`src/rtl/mux_stream_pkg.sv`:
```
// Shared definitions for the N-way streaming mux: arbitration mode encodings.
package mux_stream_pkg;

    localparam logic MODE_SEL = 1'b0;
    localparam logic MODE_RR  = 1'b1;

endpackage

```
`src/rtl/mux_stream_n_rr_arbiter.sv`:
```
// Combinational round-robin arbiter: first requester found cyclically after ptr.
module rr_arbiter #(
    parameter int N    = 4,
    parameter int SELW = $clog2(N)
) (
    input  logic [N-1:0]    req,
    input  logic [SELW-1:0] ptr,
    output logic            gnt_valid,
    output logic [SELW-1:0] gnt_idx
);

    // NOTE: every output gets a default before the search so no latch is inferred.
    always_comb begin
        gnt_valid = 1'b0;
        gnt_idx   = '0;
        for (int k = 1; k <= N; k++) begin
            for (int i = 0; i < N; i++) begin
                if (!gnt_valid && req[i] && (i == (int'(ptr) + k) % N)) begin
                    gnt_valid = 1'b1;
                    gnt_idx   = SELW'(i);
                end
            end
        end
    end

endmodule

```
`src/rtl/mux_stream_n.sv`:
```
// N-channel valid/ready stream mux (explicit or round-robin select) with a
// single registered, fully back-pressured output stage.
module mux_stream_n
    import mux_stream_pkg::*;
#(
    parameter int WIDTH = 16,
    parameter int N     = 4,
    parameter int SELW  = $clog2(N)
) (
    input  logic               clk,
    input  logic               reset_n,
    input  logic [N*WIDTH-1:0] in_data,
    input  logic [N-1:0]       in_valid,
    output logic [N-1:0]       in_ready,
    input  logic               mode,
    input  logic [SELW-1:0]    sel,
    output logic [WIDTH-1:0]   out_data,
    output logic [SELW-1:0]    out_chan,
    output logic               out_valid,
    input  logic               out_ready
);

    logic [WIDTH-1:0] out_data_q, out_data_d;
    logic [SELW-1:0]  out_chan_q, out_chan_d;
    logic             out_valid_q, out_valid_d;
    logic [SELW-1:0]  rr_ptr_q, rr_ptr_d;

    logic             rr_gnt_valid;
    logic [SELW-1:0]  rr_gnt_idx;
    logic             sel_hit;
    logic             gnt_valid;
    logic [SELW-1:0]  gnt_idx;
    logic [WIDTH-1:0] gnt_data;
    logic             load_en;
    logic             push;

    rr_arbiter #(
        .N    (N),
        .SELW (SELW)
    ) u_rr_arbiter (
        .req       (in_valid),
        .ptr       (rr_ptr_q),
        .gnt_valid (rr_gnt_valid),
        .gnt_idx   (rr_gnt_idx)
    );

    // A sel value at or above N matches no channel, so it never grants.
    always_comb begin
        sel_hit = 1'b0;
        for (int i = 0; i < N; i++) begin
            if (sel == SELW'(i)) begin
                sel_hit = in_valid[i];
            end
        end
    end

    always_comb begin
        if (mode == MODE_RR) begin
            gnt_valid = rr_gnt_valid;
            gnt_idx   = rr_gnt_idx;
        end else begin
            gnt_valid = sel_hit;
            gnt_idx   = sel;
        end
    end

    always_comb begin
        load_en  = !out_valid_q || out_ready;
        in_ready = '0;
        gnt_data = '0;
        for (int i = 0; i < N; i++) begin
            in_ready[i] = reset_n && load_en && gnt_valid && (gnt_idx == SELW'(i));
            if (gnt_idx == SELW'(i)) begin
                gnt_data = in_data[i*WIDTH +: WIDTH];
            end
        end
        push = |(in_valid & in_ready);
    end

    always_comb begin
        out_data_d  = out_data_q;
        out_chan_d  = out_chan_q;
        out_valid_d = out_valid_q;
        rr_ptr_d    = rr_ptr_q;
        if (load_en) begin
            out_valid_d = push;
        end
        if (push) begin
            out_data_d = gnt_data;
            out_chan_d = gnt_idx;
            if (mode == MODE_RR) begin
                rr_ptr_d = gnt_idx;
            end
        end
    end

    // NOTE: state registers use non-blocking assignments so every flop samples pre-edge values.
    always_ff @(posedge clk or negedge reset_n) begin
        if (!reset_n) begin
            out_data_q  <= '0;
            out_chan_q  <= '0;
            out_valid_q <= 1'b0;
            rr_ptr_q    <= SELW'(N - 1);
        end else begin
            out_data_q  <= out_data_d;
            out_chan_q  <= out_chan_d;
            out_valid_q <= out_valid_d;
            rr_ptr_q    <= rr_ptr_d;
        end
    end

    assign out_data  = out_data_q;
    assign out_chan  = out_chan_q;
    assign out_valid = out_valid_q;

endmodule

```
`config.mk`:
```
export PLATFORM = sky130hd
export DESIGN_NAME = mux_stream_n
export DESIGN_NICKNAME = d
export VERILOG_FILES = /design/src/rtl/mux_stream_pkg.sv /design/src/rtl/mux_stream_n_rr_arbiter.sv /design/src/rtl/mux_stream_n.sv
export SDC_FILE = /design/constraint.sdc
export NUM_CORES = 1
export LEC_CHECK = 0
export ABC_AREA = 0
export CELL_PAD_IN_SITES_DETAIL_PLACEMENT = 0
export CELL_PAD_IN_SITES_GLOBAL_PLACEMENT = 1
export CORE_ASPECT_RATIO = 1.4
export CORE_MARGIN = 2
export CORE_UTILIZATION = 27
export CTS_CLUSTER_DIAMETER = 100
export DETAILED_ROUTE_END_ITERATION = 8
export PLACE_DENSITY = 0.88
export SYNTH_ARGS = -nofsm -noshare
export SYNTH_HDL_FRONTEND = slang
export SYNTH_SLANG_ARGS = --single-unit
```
`constraint.sdc`:
```
create_clock -name clk -period 5.1 [get_ports clk]
set_input_delay 0.765 -clock clk [delete_from_list [all_inputs] [get_ports clk]]
set_output_delay 0.765 -clock clk [all_outputs]
set_load 0.01 [all_outputs]
```
After elaboration in Yosys (flattened, before gate mapping)
Index checks and enable logic that the tools add are counted.
{"block": "word_totals", "reg_bits": 21, "input_bits": 74, "out_inout_bits": 23, "elab_cells": 138}
{"block": "op_classes", "n_addsub": 4, "n_eq_ne": 18, "mux": 41, "n_bitwise": 5, "n_reduce_logical": 66}
{"operator": "$logic_not A32 Y1", "count": 4}
{"operator": "$mux W16", "count": 4}
{"operator": "$logic_and A1 B1 Y1", "count": 37}
{"operator": "$mux W2", "count": 15}
{"operator": "$eq A3 B3 Y1 const A", "count": 8}
{"operator": "$mux W1", "count": 22}
{"operator": "$logic_not A1 Y1", "count": 16}
{"operator": "$eq A2 B3 Y1 const A", "count": 4}
{"operator": "$eq A2 B2 Y1 const B", "count": 4}
{"operator": "$reduce_or A2 Y1", "count": 4}
{"operator": "$add A2 B1 Y2 const B", "count": 2}
{"operator": "$add A2 B2 Y2 const B", "count": 2}
{"operator": "$and A1 B1 Y1 const A", "count": 4}
{"operator": "$and A4 B4 Y4", "count": 1}
{"operator": "$eq A2 B1 Y1 const B", "count": 2}
{"operator": "$logic_not A2 Y1", "count": 2}
{"operator": "$reduce_or A4 Y1", "count": 1}
{"operator": "$reduce_and A2 Y1", "count": 1}
{"operator": "$logic_or A1 B1 Y1", "count": 1}

Longest topological paths before layout
{"block": "logic_depth", "depth_word": 72, "mapped_depth": 7, "ltp_nobuf": 6}

Cells and area by module
Synthesis repeated with hierarchy kept, for this count alone.
{"block": "hier_totals", "hier_cells": 179, "hier_area_um2": 1596.5}
{"mod": "mux_stream_n", "instances": 1, "cells_per_inst": 165, "area_per_inst_um2": 1517.7, "seq_area_each_um2": 528.0}
{"mod": "rr_arbiter", "instances": 1, "cells_per_inst": 14, "area_per_inst_um2": 78.8, "seq_area_each_um2": 0.0}

Least setup slack after synthesis
No wires, ideal clock.
{"block": "synth_path", "path_kind": "input to output", "startpoint": "input in_valid[1]", "endpoint": "output in_ready[2]", "arrival_ps": 2213, "required_ps": 4335, "setup_slack_ps": 2122, "stages": 6, "path_buffers": 1, "path_cell_list": "nor2b_1 -> a211o_1 -> a221oi_4 -> nor2_1 -> buf_2 -> nor3_1"}
{"block": "synth_via", "elab_chain_cells": 62, "elab_cells_between_ends": 82, "cone_classes": "1 x eq/ne; 35 x mux; 46 x reduce/logical"}
{"element": "start: declaration", "line_no": "mux_stream_n.sv:13", "text": "input logic [N-1:0] in_valid,"}
{"element": "$logic_and A1 B1 Y1 (2 in series)", "line_no": "mux_stream_n_rr_arbiter.sv:18", "text": "if (!gnt_valid && req[i] && (i == (int'(ptr) + k) % N)) begin"}
{"element": "$mux W1", "line_no": "mux_stream_n_rr_arbiter.sv:18"}
{"element": "$logic_not A1 Y1", "line_no": "mux_stream_n_rr_arbiter.sv:18"}
{"element": "$logic_and A1 B1 Y1 (2 in series)", "line_no": "mux_stream_n_rr_arbiter.sv:18"}
{"element": "$mux W1", "line_no": "mux_stream_n_rr_arbiter.sv:18"}
{"element": "$logic_not A1 Y1", "line_no": "mux_stream_n_rr_arbiter.sv:18"}
{"element": "$logic_and A1 B1 Y1 (2 in series)", "line_no": "mux_stream_n_rr_arbiter.sv:18"}
{"element": "$mux W1", "line_no": "mux_stream_n_rr_arbiter.sv:18"}
{"element": "(+41 left out)"}
{"element": "$logic_and A1 B1 Y1 (2 in series)", "line_no": "mux_stream_n_rr_arbiter.sv:18"}
{"element": "$mux W1", "line_no": "mux_stream_n_rr_arbiter.sv:18"}
{"element": "$logic_not A1 Y1", "line_no": "mux_stream_n_rr_arbiter.sv:18"}
{"element": "$logic_and A1 B1 Y1 (2 in series)", "line_no": "mux_stream_n_rr_arbiter.sv:18"}
{"element": "$mux W2 / $mux W1 (equally long branches)", "line_no": "mux_stream_n_rr_arbiter.sv:18"}
{"element": "$mux W2 / $mux W1 (equally long branches)", "line_no": "mux_stream_n.sv:58", "text": "if (mode == MODE_RR) begin"}
{"element": "$eq A2 B2 Y1 / $logic_and A1 B1 Y1 (equally long branches)", "line_no": "mux_stream_n.sv:72", "text": "in_ready[i] = reset_n && load_en && gnt_valid && (gnt_idx == SELW'(i));"}
{"element": "$logic_and A1 B1 Y1 (*)", "line_no": "mux_stream_n.sv:72"}
{"element": "end: declaration", "line_no": "mux_stream_n.sv:14", "text": "output logic [N-1:0] in_ready,"}
Mark *: on every way between the ends. The rest lies on a longest branch, timed or not.

Worst setup path after layout
{"block": "layout_path", "startpoint": "input in_valid[1]", "endpoint": "output in_ready[0]"}
{"block": "layout_via", "elab_chain_cells": 62, "elab_cells_between_ends": 82, "cone_classes": "35 x mux; 47 x reduce/logical"}
{"element": "$logic_and A1 B1 Y1 (2 in series)", "line_no": "mux_stream_n_rr_arbiter.sv:18"}
{"element": "$mux W1", "line_no": "mux_stream_n_rr_arbiter.sv:18"}
{"element": "$logic_not A1 Y1", "line_no": "mux_stream_n_rr_arbiter.sv:18"}
{"element": "$logic_and A1 B1 Y1 (2 in series)", "line_no": "mux_stream_n_rr_arbiter.sv:18"}
{"element": "$mux W1", "line_no": "mux_stream_n_rr_arbiter.sv:18"}
{"element": "$logic_not A1 Y1", "line_no": "mux_stream_n_rr_arbiter.sv:18"}
{"element": "$logic_and A1 B1 Y1 (2 in series)", "line_no": "mux_stream_n_rr_arbiter.sv:18"}
{"element": "$mux W1", "line_no": "mux_stream_n_rr_arbiter.sv:18"}
{"element": "(+41 left out)"}
{"element": "$logic_and A1 B1 Y1 (2 in series)", "line_no": "mux_stream_n_rr_arbiter.sv:18"}
{"element": "$mux W1", "line_no": "mux_stream_n_rr_arbiter.sv:18"}
{"element": "$logic_not A1 Y1", "line_no": "mux_stream_n_rr_arbiter.sv:18"}
{"element": "$logic_and A1 B1 Y1 (2 in series)", "line_no": "mux_stream_n_rr_arbiter.sv:18"}
{"element": "$mux W2 / $mux W1 (equally long branches)", "line_no": "mux_stream_n_rr_arbiter.sv:18"}
{"element": "$mux W2 / $mux W1 (equally long branches)", "line_no": "mux_stream_n.sv:58"}
{"element": "$logic_not A2 Y1 / $logic_and A1 B1 Y1 (equally long branches)", "line_no": "mux_stream_n.sv:72"}
{"element": "$logic_and A1 B1 Y1 (*)", "line_no": "mux_stream_n.sv:72"}
Marked as above.

==> impl_metrics.py <==
metrics = {
    "outcome": {
        "status": "finished, final reports clean",
    },
    "setup_path": {
        "critical_path_peak_fanout": 20,
        "critical_path_arrival_ns": 3.29,
        "slowest_delay_ns": 0.55,
        "ff2ff_setup_slack_ns": 2.84,
        "worst-path-stages": 8,
        "worst-path-buf-inv": 3,
        "reg2reg_depth": 7,
        "critPathRequiredTime_ns": 4.34,
        "cp-start-kind": "input pin",
        "path_cells": "clkdlybuf4s50_1, nor2b_1, a211o_1, a221oi_4, nor2_2, buf_4, nor2_1, clkdlybuf4s50_1",
        "cp-end-kind": "primary output",
        "path_class": "in2out",
        "crit_family": "buffers and inverters",
        "crit_slowest_cell": "clkdlybuf4s50_1",
        "crit_path_frequent_cell": "clkdlybuf4s50_1",
    },
    "power": {
        "p_int_mw": 0.520,
        "netSwitchingFraction_pct": 34.6,
        "p_leak_nw": 1.09,
        "pwr-share-comb_pct": 53.4,
        "power_density_nw_per_um2": 309,
        "p_sw_mw": 0.275,
        "clkPwrFrac_pct": 13.4,
        "vdd_drop_max_uv": 106,
        "seq_power_share_pct": 33.2,
    },
    "routing": {
        "wirelength_um": 4750,
        "drtIter0Drc": 34,
        "vias": 1632,
        "drt_first_pass_iters": 4,
        "drt.antenna.violating_nets": 0,
        "post_drt_wl_per_cell_um": 14.5,
        "drc": 0,
        "vias_per_cell": 4.98,
    },
    "final_layout": {
        "fin_area_um2": 2570,
        "drive_gt1_share_pct": 7.69,
        "final_common_cell": "clkdlybuf4s50_1",
        "final_cell_mix": "clkdlybuf4s50_1, mux2i_1, dfrtp_1",
        "insertedDiodeCount": 0,
        "area_delta_synth_final_pct": 72.5,
        "fin_nets": 335,
    },
    "synthesis": {
        "syn-cell-area_um2": 1490,
        "synth_nets": 238,
        "ys_ff_latch": 21,
        "yosysWarnings": 0,
        "synth_edf_count": 0,
        "seq_area_frac_synth_pct": 35.4,
        "synthesis.instances": 164,
        "async_reset_ff_share_pct": 100,
        "synth_ff_type": "dfrtp_1",
        "syn_area_per_cell_um2": 9.09,
        "synth.distinct_cells": 36,
    },
    "sta": {
        "tightest_slew_ns": 0.692,
        "fin_skew_ns": 0.00290,
        "final.period_utilization_pct": 79.5,
        "setup_tns_ns": 0,
        "rsz0062_at_grt": "false",
        "slew_viol_final": 0,
        "period_needed_ns": 4.05,
        "slew_headroom_pct": 53.9,
        "final_hold_viol_count": 0,
        "fmaxAchievable_mhz": 247,
        "finalSetupViolCount": 0,
    },
    "die": {
        "pin_count": 97,
        "fp.dieArea_um2": 6140,
        "start_util_pct": 27.6,
        "core_area_um2": 5410,
        "die_h_um": 91.9,
        "die_w_um": 66.8,
        "fp-row-count": 32,
    },
    "placement": {
        "hpwlAfterDp_um": 3960,
        "gp_congestion": 0.744,
        "place_area_um2": 2530,
        "port_buffers": 96,
    },
    "grt": {
        "grt_max_degree": 22,
        "grt_pass1_vias": 1656,
        "gr-total-overflow": 0,
        "grt_pass1_wl_um": 7280,
        "globalRouteTotalUtil_pct": 15.1,
        "antenna_found_initial": 0,
    },
    "cts": {
        "cts_resized": 0,
        "clk_latency_ns": 0.25,
        "cts_tree": "done",
        "clk_pin_slew_ns": 0.07,
        "cts_buffer_depth": 2,
        "hold_buffers": 0,
        "cts_made_buffers": 3,
        "cts_root_buffer": "clkbuf_8",
        "post_cts_buffers": 0,
        "clock_sink_count": 21,
        "cts.htree.levels": 1,
    },
    "hold_path": {
        "min_path_type": "reg2reg",
        "whs_path_depth": 2,
    },
    "flow_run": {
        "maxCapViolations": 0,
    },
}
worst paths after layout:
kind | from | endpoint
max | in_valid[1] | in_ready[0]
min | out_data[15]$_DFFE_PN0P_ | out_data[15]$_DFFE_PN0P_
min reg2reg | out_data[15]$_DFFE_PN0P_ | out_data[15]$_DFFE_PN0P_
min in group asynchronous | reset_n | out_data[5]$_DFFE_PN0P_
max in group asynchronous | reset_n | rr_ptr_q[1]$_DFFE_PN1P_
max reg2reg | rr_ptr_q[0]$_DFFE_PN1P_ | out_data[4]$_DFFE_PN0P_
synthesized netlist by cell type, types with 4 or more instances:
cell       count  area share (%)
a31oi_1       12             5.0
buf_2          4             1.3
dfrtp_1       19              32
inv_1         12             3.0
mux2i_1       23              15
nand2_1       17             4.3
nand2b_1       4             1.7
nand3_1        6             2.0
nor2_1        10             2.5
nor4_1         5             2.1
o21ai_0        5             1.7
o221ai_1      10             5.9
o2bb2ai_1      4             2.3
worst register-to-register path, cell delays in order, from the launching register on:
cell	delay [ns]
dfstp_2	0.56
nor2b_1	0.06
a211o_1	0.31
a221oi_4	0.45
nor2_2	0.12
buf_4	0.26
mux2i_1	0.23
o221ai_1	0.15
metal layers:
metal / global-route usage (%) / vias up / routed length, um / part of all wire, %
li1: - / 811 / - / -
met1: 16.8 / 758 / 1860 / 39
met2: 28.1 / 61 / 2390 / 50
met3: 2.94 / 2 / 454 / 9.6
met4: 4.59 / 0 / 40 / 0.84
met5: 0 / - / 0 / 0
layout make-up:
| class | instances | area [um2] |
|---|---|---|
| clock buffers | 4 | 45.0 |
| fillers | 553 | 2830 |
| flip-flops and latches | 21 | 528 |
| well taps | 68 | 85.1 |
| inverters | 12 | 45.0 |
| repair buffers | 100 | 991 |
| multi-input cells | 123 | 878 |
per-stage QoR:
stage | worst slack (ns) | cells | hold WS (ns) | power [mW] | util [%]
after floorplan | 2.12 | 164 | 0.469 | 0.482 | -
after global placement | 1.08 | 324 | 0.461 | 0.689 | 46.8
after detailed placement | 1.04 | 324 | 0.472 | 0.697 | 46.8
after CTS | 1.04 | 328 | 0.491 | 0.804 | 47.6
after global routing | 0.824 | 328 | 0.513 | 0.851 | 47.6
final | 1.05 | 328 | 0.485 | 0.795 | 47.6
registers in the layout (all words and copies together), names as in the netlist:
name       count
out_data      16
out_chan       2
rr_ptr_q       2
out_valid      1
power groups by stage:
stage	combinational (mW)	clock, mW	sequential (mW)
floorplan	0.195	0	0.287
global placement	0.423	0	0.266
detailed placement	0.430	0	0.267
CTS	0.430	0.110	0.264
global route	0.464	0.115	0.272
finish	0.424	0.106	0.264
kinds of logic after synthesis:
family | after synthesis | share of synthesized area [%]
compound gates | 46 | 24.3
mux | 24 | 16.9
flops | 21 | 35.4
simple gates | 53 | 17.4
buf+inv | 20 | 5.87
Power figures use the tool's default switching activity.
